$ cat config.mk
export PLATFORM = sky130hd
export DESIGN_NAME = instruction_fetch_unit
export DESIGN_NICKNAME = d
export VERILOG_FILES = /design/src/rtl/instruction_fetch_unit.sv
export SDC_FILE = /design/constraint.sdc
export NUM_CORES = 1
export LEC_CHECK = 0
export CAP_MARGIN = 25
export CORE_AREA = 2 2 142 144
export DETAILED_ROUTE_END_ITERATION = 8
export DIE_AREA = 0 0 144 146
export PLACE_DENSITY = 0.65
export SYNTH_ARGS = -nofsm -noshare
export SYNTH_HDL_FRONTEND = slang
export SYNTH_SLANG_ARGS = --single-unit
$ cat constraint.sdc
create_clock -name clk -period 2.2 [get_ports clk]
set_input_delay 0.44 -clock clk [delete_from_list [all_inputs] [get_ports clk]]
set_output_delay 0.44 -clock clk [all_outputs]
set_load 0.1 [all_outputs]
$ cat src/rtl/instruction_fetch_unit.sv
// IF stage: PC, req/ready fetch, IF/ID register and redirect on branch/jump. Latency 1 cycle from transfer to IF/ID.
// Stalls park a completed fetch in a one-word skid buffer; redirects mid-request keep the address stable via SQUASH.
module instruction_fetch_unit #(
  parameter logic [31:0] RESET_PC = 32'h0000_0000,
  parameter logic [31:0] NOP_WORD = 32'h0000_0000
) (
  input  logic        clk,
  input  logic        reset,
  input  logic        Stall,
  input  logic        Branch_Taken,
  input  logic [31:0] Branch_Target,
  input  logic        Jump_Signal,
  output logic [31:0] Imem_Addr,
  output logic        Imem_Req,
  input  logic [31:0] Imem_Rdata,
  input  logic        Imem_Ready,
  output logic [31:0] IF_ID_Instruction,
  output logic [31:0] IF_ID_PC_Plus4,
  output logic        IF_ID_Valid,
  output logic [5:0]  Instruction_Op_Code
);

  typedef enum logic [1:0] {
    FETCH  = 2'd0,
    SQUASH = 2'd1,
    HOLD   = 2'd2
  } state_t;

  localparam logic [31:0] RST_PC = RESET_PC & ~32'h3;

  state_t      state, state_n;
  logic [31:0] pc, pc_n;
  logic [31:0] addr, addr_n;
  logic        req, req_n;
  logic [31:0] skid, skid_n;
  logic        skid_v, skid_v_n;
  logic [31:0] instr, instr_n;
  logic [31:0] pc4, pc4_n;
  logic        valid, valid_n;

  logic        xfer;
  logic        jump_q;
  logic        redirect;
  logic [31:0] pc_plus4;
  logic [31:0] branch_tgt;
  logic [31:0] jump_tgt;
  logic [31:0] target;

  assign xfer       = req && Imem_Ready;
  assign jump_q     = Jump_Signal && valid;
  assign redirect   = Branch_Taken || jump_q;
  assign pc_plus4   = pc + 32'd4;
  assign branch_tgt = Branch_Target & ~32'h3;
  assign jump_tgt   = {pc4[31:28], instr[25:0], 2'b00};
  assign target     = Branch_Taken ? branch_tgt : jump_tgt;

  always_comb begin
    state_n  = state;
    pc_n     = pc;
    skid_n   = skid;
    skid_v_n = skid_v;
    instr_n  = instr;
    pc4_n    = pc4;
    valid_n  = valid;
    if (redirect) begin
      instr_n  = NOP_WORD;
      valid_n  = 1'b0;
      skid_v_n = 1'b0;
      pc_n     = target;
      // An outstanding request must keep its address until memory accepts it.
      state_n  = (state != HOLD && req && !xfer) ? SQUASH : FETCH;
    end else begin
      case (state)
        FETCH: begin
          if (xfer) begin
            pc_n = pc_plus4;
            if (!Stall) begin
              instr_n = Imem_Rdata;
              pc4_n   = pc_plus4;
              valid_n = 1'b1;
            end else begin
              skid_n   = Imem_Rdata;
              skid_v_n = 1'b1;
              state_n  = HOLD;
            end
          end else if (!Stall) begin
            instr_n = NOP_WORD;
            valid_n = 1'b0;
          end
        end
        HOLD: begin
          if (!Stall) begin
            instr_n  = skid;
            pc4_n    = pc;
            valid_n  = 1'b1;
            skid_v_n = 1'b0;
            state_n  = FETCH;
          end
        end
        SQUASH: begin
          if (xfer) state_n = FETCH;
        end
        default: state_n = FETCH;
      endcase
    end
    addr_n = (state_n == SQUASH) ? addr : pc_n;
    req_n  = (state_n != HOLD);
  end

  always_ff @(posedge clk) begin
    if (reset) begin
      state  <= FETCH;
      pc     <= RST_PC;
      addr   <= RST_PC;
      req    <= 1'b0;
      skid   <= 32'h0;
      skid_v <= 1'b0;
      instr  <= NOP_WORD;
      pc4    <= 32'h0;
      valid  <= 1'b0;
    end else begin
      state  <= state_n;
      pc     <= pc_n;
      addr   <= addr_n;
      req    <= req_n;
      skid   <= skid_n;
      skid_v <= skid_v_n;
      instr  <= instr_n;
      pc4    <= pc4_n;
      valid  <= valid_n;
    end
  end

  assign Imem_Addr           = addr;
  assign Imem_Req            = req;
  assign IF_ID_Instruction   = instr;
  assign IF_ID_PC_Plus4      = pc4;
  assign IF_ID_Valid         = valid;
  assign Instruction_Op_Code = instr[31:26];

endmodule

== Yosys cells after proc, flatten, opt, wreduce, memory -nomap -nowiden ==
Cells that the tools add are included.
Cells by class
  equality and inequality tests: 9
  reductions and logical operators: 13
  bitwise gates (word level): 1
  muxes and demuxes: 24
  $add $sub $neg: 1
Operators with widths (count)
  $mux W32: 11
  $pmux W32 S2: 2
  $add A32 B3 Y32 const B: 1
  $mux W2: 5
  $ne A2 B2 Y1 const B: 5
  $pmux W2 S3: 1
  $reduce_and A5 Y1: 1
  $eq A2 B1 Y1 const B: 2
  $logic_and A1 B1 Y1: 4
  $mux W1: 4
  $reduce_and A4 Y1: 1
  $ne A3 B3 Y1 const B: 1
  $reduce_and A3 Y1: 1
  $eq A2 B2 Y1 const B: 1
  $logic_not A2 Y1: 1
  $pmux W1 S2: 1
  $reduce_and A2 Y1: 1
  $reduce_bool A2 Y1: 1
  $reduce_or A2 Y1: 1
  $logic_not A1 Y1: 1
  $logic_or A1 B1 Y1: 1
  $not A1 Y1: 1
Storage, ports and cells
  flip-flop bits (word level): 164
  bits of input ports: 70
  output and inout bits: 104
  word-level logic and storage cells: 56

== Longest topological paths before layout ==
Gate-level depths: netlist of the first run.
  depth after elaboration: 6
  mapped depth: 8
  gate-level depth less buffers: 6

== Worst setup path after synthesis of the first run ==
No wires, ideal clock.
  path kind: register to register
  start point: reg req, in the netlist Imem_Req
  end point: reg addr[20], in the netlist Imem_Addr[20]
  slack: -0.265 ns
  data required time: 2.133 ns
  setup time: 0.067 ns
  stages on the path, launching flop included: 7
  path buffers: 1
  arrival: 2.397 ns
  clock period less this slack: 2.465 ns
  cells stage by stage: dfxtp_1 and4bb_1 buf_2 nand4_2 or4_4 a311o_1 a21oi_2
Between the ends
  word-level cells in the longest chain between the ends: 6
  elaborated cells between the ends (all ways): 13
  classes of those cells: 1 x eq/ne; 8 x mux; 4 x reduce/logical
Ends and longest elaborated chain
  from (decl): line 34  | logic req, req_n;
  from (signal assigned): line 125  | req <= req_n;
  parallel branches: the longest is 6 deep, another holds $pmux W2 S3
  to (signal assigned): line 124  | addr <= addr_n;
  to (decl): line 33  | logic [31:0] addr, addr_n;
Parallel ways; which one is timed is not known.
A chain may end at the register's enable or synchronous reset.

== Final worst setup path of the first run ==
  start point: reg pc[2]
  end point: reg addr[19], in the netlist Imem_Addr[19]
Between the ends
  word-level cells in the longest chain between the ends: 4
Ends and longest elaborated chain
  from (decl): line 32  | logic [31:0] pc, pc_n;
  from (signal assigned): line 123  | pc <= pc_n;
  $add A32 B3 Y32: line 52  | assign pc_plus4 = pc + 32'd4;
  $mux W32: line 75  | if (xfer) begin
  $mux W32: line 73  | case (state)
  $mux W32: line 65  | if (redirect) begin
Every way passes these cells.

==> flow_metrics.py, run 1 <==
metrics = {
    "floorplan": {
        "die_x_um": 144,
        "core_region_area_um2": 19300,
        "initial_core_util_pct": 39.9,
        "die_area_um2": 21000,
        "die_h_um": 146,
        "ios": 174,
        "std_cell_rows": 51,
    },
    "cells_and_area": {
        "multiInputGateArea_um2": 4040,
        "num_antenna_cells": 0,
        "nFillCells": 1839,
        "regArea_um2": 3290,
        "design_area_um2": 10500,
        "synthToLayoutAreaGrowth_pct": 35.7,
        "nets": 1201,
        "drive_above_1_share_pct": 22.7,
    },
    "routing": {
        "wl_mm": 23.9,
        "detail-route-antenna-nets": 0,
        "wl_per_cell_um": 17.0,
        "drtIter0Drc": 596,
        "drc_errors": 0,
        "routed-via-count": 7499,
        "vias_per_cell": 5.33,
        "first_pass_iters": 6,
    },
    "global_route": {
        "grt_start_max_net_pins": 67,
        "antenna_found_initial": 0,
        "overflow": 0,
        "grt_pass1_wl_mm": 37.7,
        "grt_pass1_vias": 6951,
        "track_usage_pct": 22.8,
    },
    "pwr": {
        "p_per_area_nw_per_um2": 749,
        "peakVddDrop_v": 0.000554,
        "power_mw": 7.84,
        "p_leak_nw": 4.02,
    },
    "clocking": {
        "cts_root_buf": "clkbuf_16",
        "cts_hold_buffers": 0,
        "clkTransAtPathRegs_ns": 0.07,
        "clk_latency_ns": 0.43,
        "htreeDepth": 4,
        "clock_sinks": 164,
        "cts_tree": "yes",
        "cts_setup_buffers": 0,
        "cts_buffers": 17,
        "cts_max_path_buffers": 2,
    },
    "placed_design": {
        "port_buffers": 171,
        "dp_slack_ns": -0.264,
        "hpwl_mm": 17.1,
        "place_area_um2": 9860,
        "gp_congestion": 0.866,
    },
    "timing": {
        "fin_skew_ns": 0.00942,
        "rsz0062_at_grt": "false",
        "clock.fmax_ghz": 0.480,
        "slew_viol_final": 0,
        "period_share_pct": 94.7,
        "tns_ns": 0,
        "whs_ns": 0.432,
        "layout_setup_ws_ns": 0.116,
        "hold_violations": 0,
        "tightest_slew_ns": 0.670,
        "setup_viol": 0,
        "period_minus_slack_ns": 2.08,
        "max_slew_margin_pct": 55.3,
    },
    "yosys": {
        "synth_area_um2": 7720,
        "synth_edf_count": 0,
        "synth.distinct_cells": 65,
        "syn-mean-instance-area_um2": 8.16,
        "async_reset_ff_share_pct": 0,
        "syn-num-nets": 1017,
        "synth_cells": 946,
        "ys_ff_latch": 164,
        "synth_ff_type": "dfxtp_1",
        "yosysSeqAreaShare_pct": 42.5,
        "yosys_warnings": 0,
    },
    "critical_path": {
        "critical_path.endpoint_type": "register",
        "path_class": "reg2reg",
        "path_cells": "buf_4, and4_1, nand3_2, o31a_1, o311ai_0, a21oi_1",
        "slowest_delay_ns": 0.44,
        "critical_path.max_fanout": 8,
        "slowest_stage": "dfxtp_1",
        "start_kind": "register",
        "cp.required_ns": 2.50,
        "arrival_ns": 2.38,
        "worst_path_dominant_cell_family": "compound AO/OA/AOI/OAI gates",
        "crit_buf_inv": 1,
    },
    "min_path": {
        "hp-class": "in2reg",
    },
    "run_status": {
        "status": "complete, no violations",
    },
    "job": {
        "cap_violations": 0,
    },
}
==> tightest hold or removal path, stage by stage <==
cell     delay (ns)
buf_4          0.10
inv_1          0.12
o21ai_0        0.11
a21oi_1        0.04
==> power breakdown <==
part | total, mW | internal, mW | switching (mW)
Sequential | 3.22 | 3.10 | 0.116
Clock | 3.09 | 1.80 | 1.29
Combinational | 1.54 | 0.494 | 1.05
==> cell usage after synthesis, types with 4 or more instances <==
| master | instances | area (um2) |
|---|---|---|
| a211oi_1 | 43 | 323 |
| a21o_1 | 8 | 60.1 |
| a21oi_1 | 112 | 561 |
| a311oi_1 | 5 | 43.8 |
| a31oi_1 | 5 | 31.3 |
| and2_1 | 4 | 25.0 |
| and3_1 | 11 | 68.8 |
| and4_1 | 4 | 35.0 |
| buf_1 | 4 | 15.0 |
| buf_2 | 18 | 90.1 |
| buf_4 | 11 | 82.6 |
| clkbuf_1 | 56 | 210 |
| dfxtp_1 | 164 | 3280 |
| inv_1 | 8 | 30.0 |
| mux2i_1 | 10 | 100 |
| nand2_1 | 106 | 398 |
| nand3_1 | 23 | 115 |
| nand4_1 | 17 | 106 |
| nor2_1 | 121 | 454 |
| nor2b_1 | 15 | 93.8 |
| nor3_1 | 45 | 225 |
| nor3b_1 | 4 | 30.0 |
| nor4_1 | 13 | 81.3 |
| nor4_2 | 9 | 113 |
| o21ai_0 | 5 | 25.0 |
| o221ai_1 | 6 | 52.6 |
| o22a_1 | 8 | 70.1 |
| o22ai_1 | 9 | 56.3 |
| o31a_1 | 4 | 35.0 |
| o31ai_1 | 9 | 67.6 |
| xnor2_1 | 23 | 201 |
| xor2_1 | 17 | 149 |
==> per-stage QoR <==
stage	std cells	util, %
global route	1408	54.2
finish	1408	54.2
floorplan	946	-
global placement	1376	51.0
detailed placement	1376	51.0
CTS	1408	54.1
==> logic make-up after synthesis <==
kind of cell             Yosys count  synth area share, %
AO/OA/AOI/OAI                    235                 19.7
XOR/XNOR                          40                 4.54
adder cells (fa/ha/maj)            2                0.308
buffers and inverters             97                 5.54
flip-flops                       164                 42.5
multiplexers                      11                 1.44
AND/OR/NAND/NOR                  397                 25.9
==> final timing paths <==
check                             from                          to  slack (ns)  cells after the start
setup / recovery      pc[2]$_SDFF_PP0_  Imem_Addr[19]$_SDFFE_PP0P_        0.12                      6
hold / removal                   reset   Imem_Addr[9]$_SDFFE_PP0P_        0.43                      4
setup reg to reg      pc[2]$_SDFF_PP0_  Imem_Addr[19]$_SDFFE_PP0P_        0.12                      6
hold reg to reg   skid[1]$_SDFFE_PP0P_        skid[1]$_SDFFE_PP0P_        0.45                      2
==> layout by cell type (no fill, tap or decap), types with 17 or more instances in the layout <==
cell	Yosys	final
nor3_1	45	45
clkdlybuf4s50_1	0	66
nor2_1	121	121
dfxtp_1	164	162
nand4_1	17	17
xor2_1	17	17
buf_4	11	179
xnor2_1	23	23
a211oi_1	43	43
clkbuf_16	0	17
nand2_1	106	106
nand3_1	23	22
a21oi_1	112	111
==> flip-flops by register name (all words and copies together) (netlist names) <==
register,cells
IF_ID_Instruction,32
IF_ID_PC_Plus4,32
Imem_Addr,32
pc,32
skid,32
state,2
IF_ID_Valid,1
Imem_Req,1
==> layout make-up <==
cell class                 count  share of cell area [%]
sequential                   164                    31.4
inverter                       8                   0.287
clock inverter                14                    1.66
clock buffer                  18                    4.10
tap                          265                    3.17
multi-input combinational    685                    38.6
timing repair buffer         254                    20.9
==> repair_timing <==
action                                  in CTS  in global routing
endpoints found under the setup margin       0                  2
resized for setup                            0                  2
endpoints found under the hold margin        0                  0
==> metal layers <==
metal  track usage [%]  wire [um]  vias to the layer above
li1                  -          -                     3733
met1              31.6      10900                     3484
met2              34.9      10800                      252
met3              5.89       1800                       30
met4              6.47        402                        0
met5                 0          0                        -
No activity file was read; power rests on OpenSTA's default activity.
==> run 2: changes to the inputs <==
Settings changed: CELL_PAD_IN_SITES_DETAIL_PLACEMENT from default to 0, CELL_PAD_IN_SITES_GLOBAL_PLACEMENT from default to 1, CORE_AREA 2 2 142 144 to 2 2 148 150, DIE_AREA 0 0 144 146 to 0 0 150 152, PLACE_DENSITY 0.65 to 0.79, RECOVER_POWER from default to 25, SKIP_CTS_REPAIR_TIMING from default to 1.
==> run 2 against run 1 <==
Against the previous run:
- sequential share of layout area rose by 0.33 points
- worst setup slack got worse by 0.038 ns
- non-clock buffer count fell by 1
- register-to-register slack got worse by 0.04 ns
- global-route usage fell by 1.2 points
==> flow_metrics.py, run 2 (synthesis gave the netlist of run 1 again) <==
metrics = {
    "run_status": {
        "status": "complete, no violations",
    },
    "critical_path": {
        "r2r_slack_ns": 0.08,
        "cp.required_ns": 2.50,
        "start_kind": "register",
        "critical_path.max_fanout": 9,
        "critical_path.endpoint_type": "register",
        "arrival_ns": 2.42,
        "path_class": "reg2reg",
    },
    "placed_design": {
        "place_area_um2": 9880,
        "gp_congestion": 0.832,
        "port_buffers": 171,
        "hpwl_mm": 17.9,
    },
    "clocking": {
        "cts_root_buf": "clkbuf_16",
        "cts_tree": "yes",
        "clock_sinks": 164,
        "htreeDepth": 4,
        "cts_buffers": 17,
        "clkTransAtPathRegs_ns": 0.06,
        "clk_latency_ns": 0.43,
        "cts_max_path_buffers": 2,
    },
    "cells_and_area": {
        "layout_commonest_cell": "dfxtp_1",
        "multiInputGateArea_um2": 4020,
        "design_area_um2": 10400,
        "synthToLayoutAreaGrowth_pct": 34.3,
        "drive_above_1_share_pct": 22.3,
        "nets": 1200,
        "layout_common_cells": "dfxtp_1, nor2_1, buf_4",
        "nFillCells": 2173,
        "regArea_um2": 3290,
        "num_antenna_cells": 0,
    },
    "floorplan": {
        "initial_core_util_pct": 36.1,
        "die_x_um": 150,
        "ios": 174,
        "core_region_area_um2": 21400,
        "die_area_um2": 22800,
        "die_h_um": 152,
        "std_cell_rows": 54,
    },
    "global_route": {
        "grt_start_max_net_pins": 67,
        "antenna_found_initial": 1,
        "grt_pass1_wl_mm": 38.6,
        "track_usage_pct": 21.6,
        "overflow": 0,
        "grt_pass1_vias": 6921,
    },
    "routing": {
        "vias_per_cell": 5.24,
        "detail-route-antenna-nets": 0,
        "wl_per_cell_um": 17.4,
        "first_pass_iters": 4,
        "routed-via-count": 7449,
        "drc_errors": 0,
        "wl_mm": 24.8,
        "drtIter0Drc": 436,
    },
    "pwr": {
        "peakVddDrop_v": 0.000534,
        "p_per_area_nw_per_um2": 770,
        "power_mw": 7.98,
        "p_leak_nw": 3.98,
    },
    "timing": {
        "hold_violations": 0,
        "rsz0062_at_grt": "false",
        "setup_viol": 0,
        "tightest_slew_ns": 0.685,
        "max_slew_margin_pct": 54.3,
        "period_share_pct": 96.5,
        "clock.fmax_ghz": 0.471,
        "period_minus_slack_ns": 2.12,
        "fin_skew_ns": 0.0130,
        "tns_ns": 0,
        "whs_ns": 0.451,
        "slew_viol_final": 0,
    },
    "min_path": {
        "hp-class": "reg2reg",
    },
    "job": {
        "cap_violations": 0,
    },
}
run 2: cell count changes in the layout (fill, tap and decap cells not counted), moves of 2 or more:
| cell | before | now |
|---|---|---|
| buf_4 | 179 | 112 |
| inv_6 | 5 | 0 |
| bufinv_16 | 3 | 5 |
| clkbuf_2 | 0 | 64 |
run 2: routing by layer:
metal | track usage [%] | share of wire, % | vias up
met1 | 30.5 | 47 | 3470
met2 | 32.9 | 46 | 212
met3 | 5.65 | 6.2 | 19
li1 | - | - | 3746
met4 | 5.30 | 1.3 | 2
met5 | 0 | 0.052 | -
run 2: layout make-up:
type                       instances  share of cell area, %
multi-input combinational        685                   38.8
tap                              280                   3.38
clock buffer                      19                   4.27
inverter                           8                  0.290
clock inverter                    13                   1.99
timing repair buffer             253                   19.5
sequential                       164                   31.7
run 2: path summary, 6_finish.rpt:
kind                                                start                         to  depth (start not counted)
worst min register to register  Imem_Addr[1]$_SDFFE_PP0P_  Imem_Addr[1]$_SDFFE_PP0P_                          2
worst max-delay path                    pc[10]$_SDFF_PP0_          pc[23]$_SDFF_PP0_                          6
worst min-delay path            Imem_Addr[1]$_SDFFE_PP0P_  Imem_Addr[1]$_SDFFE_PP0P_                          2
worst max register to register          pc[10]$_SDFF_PP0_          pc[23]$_SDFF_PP0_                          6
run 2: worst max-delay path, stage by stage (launching register included):
cell      delay [ns]
dfxtp_1         0.51
nand4_4         0.28
nor4_2          0.49
a21boi_0        0.15
nor3b_1         0.34
buf_4           0.18
nor4_1          0.04
run 2: power by group:
group | internal, mW | leakage [nW] | switching, mW
logic | 0.448 | 2.33 | 1.05
clock network | 2.04 | 0.313 | 1.23
registers | 3.10 | 1.34 | 0.111
run 2: metrics by stage:
| step | utilization (%) | instances | worst slack (ns) |
|---|---|---|---|
| global route | 48.5 | 1422 | 0.0248 |
| finish | 48.5 | 1422 | 0.0775 |
| detailed placement | 46.3 | 1390 | -0.205 |
| global placement | 46.3 | 1390 | -0.160 |
| floorplan | - | 946 | 0.0806 |
| CTS | 49.3 | 1422 | 0.160 |
==> run 3: changes to the inputs <==
Settings changed: CORE_AREA 2 2 148 150 to 5 5 145 147, DONT_BUFFER_PORTS from default to 1, PLACE_DENSITY 0.79 to 0.69.
==> run 3 against run 2 <==
Against the previous run:
- sequential share of layout area increased by 3.4 points
- die area unchanged
- cell area decreased by 9.4%
- sequential cell count unchanged
- clock power decreased by 3%
- critical path type unchanged
- critical endpoint is now Imem_Addr[23]$_SDFFE_PP0P_
- highest routed layer is now met4
==> flow_metrics.py, run 3 (synthesis gave the netlist of run 1 again) <==
metrics = {
    "cells_and_area": {
        "drive_above_1_share_pct": 22.1,
        "num_antenna_cells": 0,
        "design_area_um2": 9390,
        "nets": 1098,
        "layout_common_cells": "dfxtp_1, nor2_1, a21oi_1",
        "utilization_pct": 47.5,
        "layout_commonest_cell": "dfxtp_1",
        "nFillCells": 2079,
        "synthToLayoutAreaGrowth_pct": 21.7,
    },
    "timing": {
        "max_slew_margin_pct": 58.7,
        "tightest_slew_ns": 0.620,
        "setup_viol": 0,
        "clock.fmax_ghz": 0.488,
        "rsz0062_at_grt": "false",
        "period_minus_slack_ns": 2.05,
        "fin_skew_ns": 0.00627,
        "hold_violations": 0,
        "slew_viol_final": 0,
        "period_share_pct": 93.1,
    },
    "clocking": {
        "cts_tree": "yes",
        "clock_sinks": 164,
        "htreeDepth": 4,
        "clk_latency_ns": 0.42,
        "clkTransAtPathRegs_ns": 0.06,
        "cts_max_path_buffers": 2,
        "cts_buffers": 17,
        "cts_root_buf": "clkbuf_16",
    },
    "floorplan": {
        "die_h_um": 152,
        "initial_core_util_pct": 39.0,
        "die_x_um": 150,
        "std_cell_rows": 52,
        "ios": 174,
        "die_area_um2": 22800,
        "core_region_area_um2": 19800,
    },
    "routing": {
        "wl_mm": 24.7,
        "routed-via-count": 6966,
        "first_pass_iters": 5,
        "drc_errors": 0,
        "drtIter0Drc": 407,
        "vias_per_cell": 5.32,
        "wl_per_cell_um": 18.9,
        "detail-route-antenna-nets": 0,
    },
    "critical_path": {
        "slowest_delay_ns": 0.50,
        "r2r_end": "Imem_Addr[23]$_SDFFE_PP0P_",
        "reg2reg_from": "pc[10]$_SDFF_PP0_",
        "path_cells": "nand4_4, nor4_2, a21boi_0, nor3b_1, o21ai_1",
        "cp.required_ns": 2.49,
        "r2r_slack_ns": 0.15,
        "critical_path.endpoint_type": "register",
        "reg2regPathDepth": 5,
        "worst_path_dominant_cell_family": "simple AND/OR/NAND/NOR gates",
        "path_class": "reg2reg",
        "arrival_ns": 2.34,
        "slowest_stage": "nor4_2",
        "start_kind": "register",
        "critical_path.max_fanout": 9,
        "crit_buf_inv": 0,
    },
    "global_route": {
        "grt_pass1_vias": 6580,
        "antenna_found_initial": 0,
        "grt_pass1_wl_mm": 38.8,
        "overflow": 0,
        "grt_start_max_net_pins": 98,
        "track_usage_pct": 21.5,
    },
    "min_path": {
        "min_path_cells": 1,
        "hold_start": "reset",
        "hp-class": "in2reg",
        "holdPathEnd": "IF_ID_PC_Plus4[0]$_SDFFE_PP0P_",
    },
    "run_status": {
        "status": "complete, no violations",
    },
    "pwr": {
        "peakVddDrop_v": 0.000550,
        "p_per_area_nw_per_um2": 818,
        "power_mw": 7.68,
        "p_leak_nw": 3.53,
    },
    "placed_design": {
        "hpwl_mm": 17.4,
        "port_buffers": 0,
        "place_area_um2": 8880,
        "gp_congestion": 0.851,
    },
    "job": {
        "cap_violations": 0,
    },
}
run 3: changes by cell type in the layout (fill, tap and decap cells not counted), sizes merged:
cell           previous run  this run
clkdlybuf4s50            66         0
clkinvlp                  2         1
bufinv                    5         3
buf                     122        88
clkinv                    6         2
inv                       8         9
clkbuf                   84        88
run 3: power by group:
part | leakage [nW] | total (mW) | switching [mW] | internal, mW
combinational | 1.88 | 1.30 | 0.984 | 0.316
clock | 0.310 | 3.18 | 1.21 | 1.97
sequential | 1.34 | 3.20 | 0.0997 | 3.10
total | 3.53 | 7.68 | 2.30 | 5.39
run 3: worst max-delay path by stage:
stage	startpoint	endpoint	depth (start not counted)
after floorplan	Imem_Req$_SDFF_PP0_	Imem_Addr[20]$_SDFFE_PP0P_	6
after global placement	Jump_Signal	Imem_Addr[28]$_SDFFE_PP0P_	5
after detailed placement	Jump_Signal	Imem_Addr[28]$_SDFFE_PP0P_	5
after CTS	IF_ID_Valid$_SDFFE_PP0P_	Imem_Addr[28]$_SDFFE_PP0P_	5
after global routing	pc[10]$_SDFF_PP0_	Imem_Addr[23]$_SDFFE_PP0P_	5
final	pc[10]$_SDFF_PP0_	Imem_Addr[23]$_SDFFE_PP0P_	5
run 3: per-stage QoR:
step                      std cells  setup TNS (ns)  worst slack, ns  hold WS, ns
after CTS                      1310           -1.04           -0.199       0.0699
final                          1310               0            0.152       0.0950
after floorplan                 946               0           0.0806        0.437
after global routing           1310               0          0.00561       0.0668
after detailed placement       1278           -3.22           -0.334        0.441
after global placement         1278           -2.16           -0.251        0.437
run 3: per-layer routing:
metal / global-route usage, % / up-vias / part of all wire (%)
met5: 0 / - / 0
met4: 4.71 / 0 / 1.3
met3: 6.61 / 24 / 6.9
met2: 33.1 / 175 / 46
met1: 29.8 / 3222 / 46
li1: - / 3545 / -
run 3: layout make-up:
class / instances / area (um2) / share of cell area, %
Clock buffer: 25 / 515 / 5.49
Clock inverter: 7 / 116 / 1.24
Inverter: 8 / 30.0 / 0.320
Multi-Input combinational cell: 685 / 4070 / 43.4
Sequential cell: 164 / 3290 / 35.1
Tap cell: 270 / 338 / 3.60
Timing Repair Buffer: 151 / 1030 / 10.9
